$ cat src/rtl/enemy_spawn_scheduler.sv
// Enemy life-cycle controller: per-enemy ACTIVE/BOOM/WAIT/READY tracking,
// one round-robin respawn grant per frame over three fixed spawn points,
// and a saturating kill counter.
module enemy_spawn_scheduler #(
  parameter int unsigned NUM_ENEMY      = 2,
  parameter int unsigned BOOM_FRAMES    = 8,
  parameter int unsigned RESPAWN_FRAMES = 60,
  parameter int unsigned SPAWN_X0       = 32,
  parameter int unsigned SPAWN_X1       = 192,
  parameter int unsigned SPAWN_X2       = 352,
  parameter int unsigned SPAWN_Y        = 32
) (
  input  logic                      clk_50MHz,
  input  logic                      reset,
  input  logic                      refresh_tick,
  input  logic [NUM_ENEMY-1:0]      enemy_hit,
  input  logic [10*NUM_ENEMY-1:0]   enemy_x,
  input  logic [10*NUM_ENEMY-1:0]   enemy_y,
  input  logic [9:0]                x_tank,
  input  logic [9:0]                y_tank,
  output logic [NUM_ENEMY-1:0]      enemy_active,
  output logic [NUM_ENEMY-1:0]      enemy_boom,
  output logic                      spawn_valid,
  output logic [2:0]                spawn_id,
  output logic [9:0]                spawn_x,
  output logic [9:0]                spawn_y,
  output logic [7:0]                kill_count
);

  typedef enum logic [1:0] {StActive, StBoom, StWait, StReady} state_e;

  localparam int          NE        = int'(NUM_ENEMY);
  localparam logic [9:0]  SPAWN_Y_W = 10'(SPAWN_Y);

  state_e                r_state [NUM_ENEMY];
  logic [7:0]            r_cnt   [NUM_ENEMY];
  logic [2:0]            r_en_ptr;
  logic [1:0]            r_sp_ptr;
  logic [NUM_ENEMY-1:0]  r_active;
  logic [NUM_ENEMY-1:0]  r_boom;
  logic                  r_spawn_valid;
  logic [2:0]            r_spawn_id;
  logic [9:0]            r_spawn_x;
  logic [9:0]            r_spawn_y;
  logic [7:0]            r_kill;

  logic [2:0]            w_blocked;
  logic                  w_pt_found;
  logic [1:0]            w_pt_idx;
  logic                  w_en_found;
  logic [2:0]            w_en_idx;
  logic                  w_grant;
  logic [3:0]            w_kill_pop;
  logic [8:0]            w_kill_sum;
  logic [7:0]            w_kill_next;
  int                    w_pt_v;
  int                    w_en_v;

  function automatic logic [9:0] f_spawn_x(input logic [1:0] p);
    case (p)
      2'd0:    return 10'(SPAWN_X0);
      2'd1:    return 10'(SPAWN_X1);
      default: return 10'(SPAWN_X2);
    endcase
  endfunction

  // 32x32 box overlap, widened to 11 bits so the +32 never wraps
  function automatic logic f_overlap(input logic [9:0] ax, input logic [9:0] ay,
                                     input logic [9:0] bx, input logic [9:0] by);
    logic [10:0] axw, ayw, bxw, byw;
    axw = {1'b0, ax};
    ayw = {1'b0, ay};
    bxw = {1'b0, bx};
    byw = {1'b0, by};
    return (axw < bxw + 11'd32) && (bxw < axw + 11'd32) &&
           (ayw < byw + 11'd32) && (byw < ayw + 11'd32);
  endfunction

  // A spawn point is blocked by the tank or by any enemy active before this tick
  always_comb begin
    w_blocked = '0;
    for (int p = 0; p < 3; p++) begin
      w_blocked[p] = f_overlap(f_spawn_x(2'(p)), SPAWN_Y_W, x_tank, y_tank);
      for (int i = 0; i < NE; i++) begin
        if (r_state[i] == StActive &&
            f_overlap(f_spawn_x(2'(p)), SPAWN_Y_W, enemy_x[10*i +: 10], enemy_y[10*i +: 10])) begin
          w_blocked[p] = 1'b1;
        end
      end
    end
  end

  // First unblocked spawn point from r_sp_ptr, wrapping at 3
  always_comb begin
    w_pt_found = 1'b0;
    w_pt_idx   = '0;
    w_pt_v     = 0;
    for (int k = 0; k < 3; k++) begin
      w_pt_v = int'(r_sp_ptr) + k;
      if (w_pt_v >= 3) w_pt_v = w_pt_v - 3;
      if (!w_pt_found && !w_blocked[w_pt_v]) begin
        w_pt_found = 1'b1;
        w_pt_idx   = 2'(w_pt_v);
      end
    end
  end

  // First READY enemy from r_en_ptr, wrapping at NUM_ENEMY
  always_comb begin
    w_en_found = 1'b0;
    w_en_idx   = '0;
    w_en_v     = 0;
    for (int k = 0; k < NE; k++) begin
      w_en_v = int'(r_en_ptr) + k;
      if (w_en_v >= NE) w_en_v = w_en_v - NE;
      if (!w_en_found && r_state[w_en_v] == StReady) begin
        w_en_found = 1'b1;
        w_en_idx   = 3'(w_en_v);
      end
    end
  end

  // Kills this tick: only enemies that were ACTIVE count; sum saturates at 255
  always_comb begin
    w_kill_pop = '0;
    for (int i = 0; i < NE; i++) begin
      if (r_state[i] == StActive && enemy_hit[i]) w_kill_pop = w_kill_pop + 4'd1;
    end
    w_kill_sum  = {1'b0, r_kill} + 9'(w_kill_pop);
    w_kill_next = w_kill_sum[8] ? 8'hFF : w_kill_sum[7:0];
    w_grant     = refresh_tick && w_en_found && w_pt_found;
  end

  // Enemy FSMs, arbitration pointers, grant registers and registered decodes
  always_ff @(posedge clk_50MHz) begin
    if (!reset) begin
      for (int i = 0; i < NE; i++) begin
        r_state[i] <= StReady;
        r_cnt[i]   <= '0;
      end
      r_en_ptr      <= '0;
      r_sp_ptr      <= '0;
      r_active      <= '0;
      r_boom        <= '0;
      r_spawn_valid <= 1'b0;
      r_spawn_id    <= '0;
      r_spawn_x     <= 10'(SPAWN_X0);
      r_spawn_y     <= SPAWN_Y_W;
      r_kill        <= '0;
    end else begin
      r_spawn_valid <= w_grant;
      for (int i = 0; i < NE; i++) begin
        r_active[i] <= (r_state[i] == StActive);
        r_boom[i]   <= (r_state[i] == StBoom);
      end
      if (refresh_tick) begin
        for (int i = 0; i < NE; i++) begin
          unique case (r_state[i])
            StActive: begin
              if (enemy_hit[i]) begin
                r_state[i] <= StBoom;
                r_cnt[i]   <= 8'(BOOM_FRAMES - 1);
              end
            end
            StBoom: begin
              if (r_cnt[i] == 8'd0) begin
                r_state[i] <= StWait;
                r_cnt[i]   <= 8'(RESPAWN_FRAMES - 1);
              end else begin
                r_cnt[i] <= r_cnt[i] - 8'd1;
              end
            end
            StWait: begin
              if (r_cnt[i] == 8'd0) r_state[i] <= StReady;
              else                  r_cnt[i]   <= r_cnt[i] - 8'd1;
            end
            StReady: begin
              if (w_grant && w_en_idx == 3'(i)) r_state[i] <= StActive;
            end
          endcase
        end
        r_kill <= w_kill_next;
        if (w_grant) begin
          r_en_ptr   <= ({1'b0, w_en_idx} + 4'd1 == 4'(NUM_ENEMY)) ? 3'd0 : w_en_idx + 3'd1;
          r_sp_ptr   <= (w_pt_idx == 2'd2) ? 2'd0 : w_pt_idx + 2'd1;
          r_spawn_id <= w_en_idx;
          r_spawn_x  <= f_spawn_x(w_pt_idx);
          r_spawn_y  <= SPAWN_Y_W;
        end
      end
    end
  end

  assign enemy_active = r_active;
  assign enemy_boom   = r_boom;
  assign spawn_valid  = r_spawn_valid;
  assign spawn_id     = r_spawn_id;
  assign spawn_x      = r_spawn_x;
  assign spawn_y      = r_spawn_y;
  assign kill_count   = r_kill;

endmodule
$ cat config.mk
export PLATFORM = sky130hd
export DESIGN_NAME = enemy_spawn_scheduler
export DESIGN_NICKNAME = d
export VERILOG_FILES = /design/src/rtl/enemy_spawn_scheduler.sv
export SDC_FILE = /design/constraint.sdc
export NUM_CORES = 1
export LEC_CHECK = 0
export ABC_AREA = 1
export BUFFER_PORTS_ARGS = -buffer_cell sky130_fd_sc_hd__buf_2
export CAP_MARGIN = 10
export CORE_UTILIZATION = 35
export CTS_CLUSTER_SIZE = 14
export DETAILED_ROUTE_END_ITERATION = 16
export GPL_ROUTABILITY_DRIVEN = 0
export PLACE_DENSITY_LB_ADDON = 0.05
export SYNTH_ARGS = -nofsm -noshare
export SYNTH_HDL_FRONTEND = slang
export SYNTH_SLANG_ARGS = --single-unit
$ cat constraint.sdc
create_clock -name clk_50MHz -period 5.45 [get_ports clk_50MHz]
set_input_delay 0.8175 -clock clk_50MHz [delete_from_list [all_inputs] [get_ports clk_50MHz]]
set_output_delay 0.8175 -clock clk_50MHz [all_outputs]
set_load 0.01 [all_outputs]
# --- Word level (Yosys, flattened, before mapping) ---
# Memory sizes are Yosys's and may differ from the RTL's.
# Index checks and enable logic that the tools add are counted.
totals:
  register_bits: 31
  n_memories: 2
  word_cells: 253
  output_inout_bits: 36
  inputBits: 65
  mem_bits_rw: 20
op_classes:
  n_lt_le_gt_ge: 32
  n_mux: 109
  bitwise_logic: 16
  add_sub_neg: 21
  n_reduce_logical: 53
  n_eq_ne: 12
mem_list:
  columns: ["memory", "depth", "word_bits", "read_ports", "rd_clocked_by_memory_dff", "write_ports", "line_no", "source"]
  rows:
  - ["r_cnt", 2, 8, 2, 0, 2, "36", "logic [7:0] r_cnt [NUM_ENEMY];"]
  - ["r_state", 2, 2, 4, 0, 2, "35", "state_e r_state [NUM_ENEMY];"]
op_table:
  columns: ["cell", "count"]
  rows:
  - ["less-than comparator 32 x 4 -> 1 bit (second input constant)", 3]
  - ["two-way mux 32 bit", 3]
  - ["two-way mux 1 bit", 75]
  - ["two-way mux 8 bit", 9]
  - ["adder 10 x 6 -> 11 bit (second input constant)", 6]
  - ["less-than comparator 6 x 11 -> 1 bit (first input constant)", 6]
  - ["less-than comparator 10 x 7 -> 1 bit (second input constant)", 6]
  - ["logical AND 1 bit", 42]
  - ["less-than comparator 8 x 11 -> 1 bit (first input constant)", 3]
  - ["less-than comparator 9 x 11 -> 1 bit (first input constant)", 3]
  - ["less-than comparator 10 x 8 -> 1 bit (second input constant)", 3]
  - ["less-than comparator 10 x 9 -> 1 bit (second input constant)", 3]
  - ["two-way mux 2 bit", 12]
  - ["one-hot mux 9 bit (2 select lines)", 1]
  - ["logical NOT 8 bit", 2]
  - ["OR 1 bit", 16]
  - ["subtractor 8 x 1 -> 8 bit (second input constant)", 2]
  - ["two-way mux 3 bit", 5]
  - ["== test 2 bit (second input constant)", 7]
  - ["adder 8 x 4 -> 9 bit", 1]
  - [">= comparator 3 x 2 -> 1 bit (second input constant)", 3]
  - ["adder 3 x 1 -> 4 bit (second input constant)", 2]
  - ["subtractor 3 x 2 -> 4 bit (second input constant)", 2]
  - ["binary-select mux 1 bit (select 2 bit)", 3]
  - ["other kinds (17)", 25]

# --- Logic depth before layout (Yosys ltp) ---
depth:
  word_depth: 25
  depth_mapped: 21
  depth_no_buf: 21

# --- Least setup slack after synthesis ---
# OpenSTA, ideal clock, no wires.
synth_path:
  kind: "input port to flip-flop"
  startpoint: "input enemy_x[15]"
  endpoint: "register r_spawn_x[5], in the netlist spawn_x[5]"
  setup_time_ns: 0.117
  path_buffers: 1
  arrival_time_ns: 2.381
  required_time_ns: 5.333
  path_slack_ns: 2.953
  path_stages: 18
  cell_sequence: "ha_1 -> xnor2_1 -> inv_1 -> nor2_1 -> nand3_1 -> nand2_1 -> nand3_2 -> nand2_1 -> nand2_1 -> nand2_2 -> nand2_4 -> nand3_4 -> nand2_4 -> inv_4 -> buf_12 -> nand3_4 -> nand2_1 -> nand2_1"
synth_between:
  elab_chain_cells: 18
  elab_cells_between_ends: 47
  cone_classes: "1 x add/sub; 6 x order compare; 1 x eq/ne; 19 x mux; 20 x reduce/logical"
synth_lines:
  columns: ["element", "line_no", "source"]
  rows:
  - ["from (decl)", "17", "input logic [10*NUM_ENEMY-1:0] enemy_x,"]
  - ["adder 10 x 6 -> 11 bit", "75", "return (axw < bxw + 11'd32) && (bxw < axw + 11'd32) &&"]
  - ["less-than comparator 6 x 11 -> 1 bit (tied with other cells)", "75", null]
  - ["logical AND 1 bit (2 in series)", "75", null]
  - ["logical AND 1 bit", "76", "(ayw < byw + 11'd32) && (byw < ayw + 11'd32);"]
  - ["logical AND 1 bit", "85", "if (r_state[i] == StActive &&"]
  - ["two-way mux 1 bit", "85", null]
  - ["binary-select mux 1 bit (select 2 bit)", "101", "if (!w_pt_found && !w_blocked[w_pt_v]) begin"]
  - ["two-way mux 1 bit (not written as such) (2 in series)", "101", null]
  - ["logical NOT 1 bit", "101", null]
  - ["logical AND 1 bit", "101", null]
  - ["two-way mux 1 bit", "101", null]
  - ["logical NOT 1 bit", "101", null]
  - ["logical AND 1 bit", "101", null]
  - ["two-way mux 2 bit / two-way mux 1 bit (equally long branches)", "101", null]
  - ["== test 2 x 1 -> 1 bit (tied with other cells)", "60", "case (p)"]
  - ["one-hot mux 9 bit (2 select lines) / AND reduction 2 bit (equally long branches)", null, null]
  - ["to (signal assigned)", "147", "r_spawn_x <= 10'(SPAWN_X0);"]
  - ["to (signal assigned)", "187", "r_spawn_x <= f_spawn_x(w_pt_idx);"]
  - ["to (decl)", "43", "logic [9:0] r_spawn_x;"]
# Several ways; a longest one is shown, not always the timed one. The select of a mux whose other input is x is not followed.
# A chain may end at the register's enable or synchronous reset.

# --- Worst setup path after layout ---
layout_path:
  startpoint: "input enemy_x[15]"
  endpoint: "register r_spawn_x[6], in the netlist spawn_x[6]"
# The elaborated chain is that of the path after synthesis.

==> impl_metrics.tcl <==
set metrics [dict create \
    floorplan.initialDensity 0.3647 \
    clockBufferDepth 2 \
    hold_viol 0 \
    critPathKind "input pin to register" \
    viasPerCell 4.621 \
    endpoint_kind "register" \
    r2r-start "r_en_ptr[1]" \
    coreArea_sq_um 10460 \
    grt_pass1_wl_microns 14750 \
    power_mw 1.137 \
    seq_power_share 0.377 \
    cts_hold_buf 0 \
    layout_commonest_cell "nand2_1" \
    die_area_sq_um 11330 \
    ys_ff_latch 44 \
    root_buffer "clkbuf_8" \
    synth_area_sq_um 3816 \
    die_h_microns 106.4 \
    overflow 0 \
    yosys_most_used_dff "dfxtp_1" \
    worstPathRequired_ns 5.69 \
    layout.nets 749 \
    synthCells 568 \
    grt_max_degree 19 \
    synth_edf_count 20 \
    areaGrowthSynthToFinish_pct 15.57 \
    r2r_slack_ns 2.89 \
    arrival_ns 2.91 \
    ctsResizeCount 0 \
    cts_max_level 2 \
    firstDrtPassIters 4 \
    clkPwrFrac 0.224 \
    grtUsageTotal 0.1588 \
    postRouteAntennaNets 0 \
    r2r_cells 13 \
    numCtsBuffers 5 \
    fmaxAchievable_ghz 0.3751 \
    swShare 0.3890 \
    routedWlPerCell_microns 10.74 \
    syn_avg_cell_area_sq_um 6.719 \
    startpoint "enemy_x[15]" \
    drt-initial-drc-count 161 \
    final_cell_mix "nand2_1 (123), inv_1 (99), nor2_1 (90)" \
    cp_slowest_stage_delay_ns 0.25 \
    crit_slowest_cell "xnor2_1" \
    finClkSkew_ns 0.008363 \
    slew_headroom 0.5960 \
    clk_pin_slew_ns 0.08 \
    fin_tns_setup_ns 0 \
    tritoncts "built" \
    fin_crit_sh 0.4892 \
    dp_hpwl_microns 6955 \
    ys_warn_count 0 \
    max-vdd-ir-drop_mv 0.1546 \
    drcViolationCount 0 \
    power_frac_comb 0.399 \
    rsz0062_at_grt "false" \
    setup_viol 0 \
    synthArstFlopShare 0 \
    drive_gt1_frac 0.1715 \
    grt_pass1_vias 3376 \
    min_period_ns 2.666 \
    start_kind "input pin" \
    internal_power_mw 0.6947 \
    post_cts.repair.setup_buffers 0 \
    endpoint "spawn_x[6]" \
    ys_types 42 \
    crit_fanout 12 \
    worst_slew_pin_slew_ns 0.5997 \
    vias 3646 \
    port_buffers 84 \
    drv_slew 0 \
    finalWirelength_microns 8476 \
    row_count 37 \
    fp.dieW_microns 106.4 \
    clock_latency_ns 0.30 \
    worstPathCellList "buf_2 -> ha_1 -> xnor2_1 -> inv_1 -> nor2_1 -> nand3_1 -> nand2_1 -> nand3_2 -> nand2_1 -> nand2_1 -> nand2_2 -> nand2_4 -> nand3_4 -> nand2_4 -> inv_4 -> nand2_1 -> nand3_1 -> nand2_1 -> inv_1" \
    holdCritPathClass "register to register" \
    cts_sinks 44 \
    r2r_end "r_state[1][1]" \
    outcome "finished clean" \
    p_per_area_nw_per_um2 257.8 \
    seq_area_frac_synth 0.2833 \
    antenna_found_initial 0 \
    cap_violations 0 \
    p_switching_mw 0.4422 \
    p_leak_nw 2.338 \
    n_antenna_cell 0 \
    io_pins 101 \
    hold_start "spawn_x[8]" \
    cpMostUsedCell "nand2_1" \
]
[power by group through the flow]
stage	sequential (mW)	clock (mW)	combinational (mW)
global route	0.437	0.278	0.526
detailed placement	0.437	0	0.453
CTS	0.430	0.262	0.455
global placement	0.437	0	0.452
floorplan	0.434	0	0.341
finish	0.429	0.254	0.454
[synthesized netlist by cell type, types with 2 or more instances]
cell type  number  share of area
a21oi_1        22          0.029
nor3_1          8          0.010
inv_1          99          0.097
edfxtp_1       20           0.16
nand3b_1        2         0.0039
conb_1          2         0.0020
a31oi_1         3         0.0049
ha_1           31           0.10
xnor2_1         9          0.021
dfxtp_1        24           0.13
nand2_4         3         0.0089
o21ai_1         2         0.0026
o21ai_0        15          0.020
nand2_2         2         0.0033
o21ai_2         2         0.0046
nand2_1       123           0.12
nand4_1        20          0.033
buf_4          17          0.033
xor2_1          4         0.0092
clkbuf_1        2         0.0020
nand3_2         5          0.013
a211oi_1        2         0.0039
nand3_4         2         0.0092
nor2_1         90          0.089
nor2_2          2         0.0033
nand3_1        41          0.054
[cell type report]
| class | instances | area [sq um] |
|---|---|---|
| Timing Repair Buffer | 84 | 420.4 |
| Inverter | 102 | 385.4 |
| Multi-Input combinational cell | 415 | 2242 |
| Clock inverter | 3 | 42.54 |
| Clock buffer | 5 | 68.82 |
| Sequential cell | 44 | 1081 |
| Tap cell | 136 | 170.2 |
| Fill cell | 1120 | 6052 |
[worst max-delay path, delay by kind of cell]
family | cells | cell delay (ns)
xor gates and xnor gates | 1 | 0.25
and+or+nand+nor | 13 | 1.13
adders and majority gates | 1 | 0.23
buffers and inverters | 4 | 0.46
[stage by stage]
stage          cell area, sq um  hold slack, ns  worst slack [ns]  std cells    util
4_1_cts                    4410          0.4822             2.781        789  0.4216
6_report                   4410          0.4821             2.784        789  0.4216
3_3_place_gp               4299          0.4618             2.517        781  0.4109
5_1_grt                    4410          0.5278             2.513        789  0.4216
3_5_place_dp               4299          0.4632             2.488        781  0.4109
2_1_floorplan              3869          0.4859             2.953        582       -
[flip-flops by register name, indices dropped and copies added (netlist names)]
name / cells
r_cnt: 16
kill_count: 8
r_state: 4
r_en_ptr: 3
spawn_id: 3
spawn_x: 3
enemy_active: 2
enemy_boom: 2
r_sp_ptr: 2
spawn_valid: 1
[kinds of logic (layout without fill, tap and decap cells)]
group           after synthesis  count (layout)  synth area share
xor+xnor                     13              13           0.02984
fa+ha+maj                    32              32            0.1069
simple gates                301             301            0.3534
other cells                   2              16          0.001968
buf+inv                     123             194            0.1429
compound gates               53              53           0.08164
flops                        44              44            0.2833
[worst min-delay path by stage]
stage / endpoint / slack (ns) / cells after the start
floorplan: r_sp_ptr[1] / 0.49 / 2
global placement: spawn_x[8] / 0.46 / 2
detailed placement: spawn_x[8] / 0.46 / 2
CTS: spawn_x[8] / 0.48 / 2
global route: spawn_x[8] / 0.53 / 2
finish: spawn_x[8] / 0.48 / 2
[routing by layer]
metal / GRT usage / vias up / routed length, microns
met4: 0.03131 / 0 / 70
met5: 0 / - / 0
li1: - / 1947 / -
met1: 0.2119 / 1611 / 4282
met2: 0.2648 / 82 / 3770
met3: 0.03250 / 6 / 353
(Power assumes the default switching activity.)
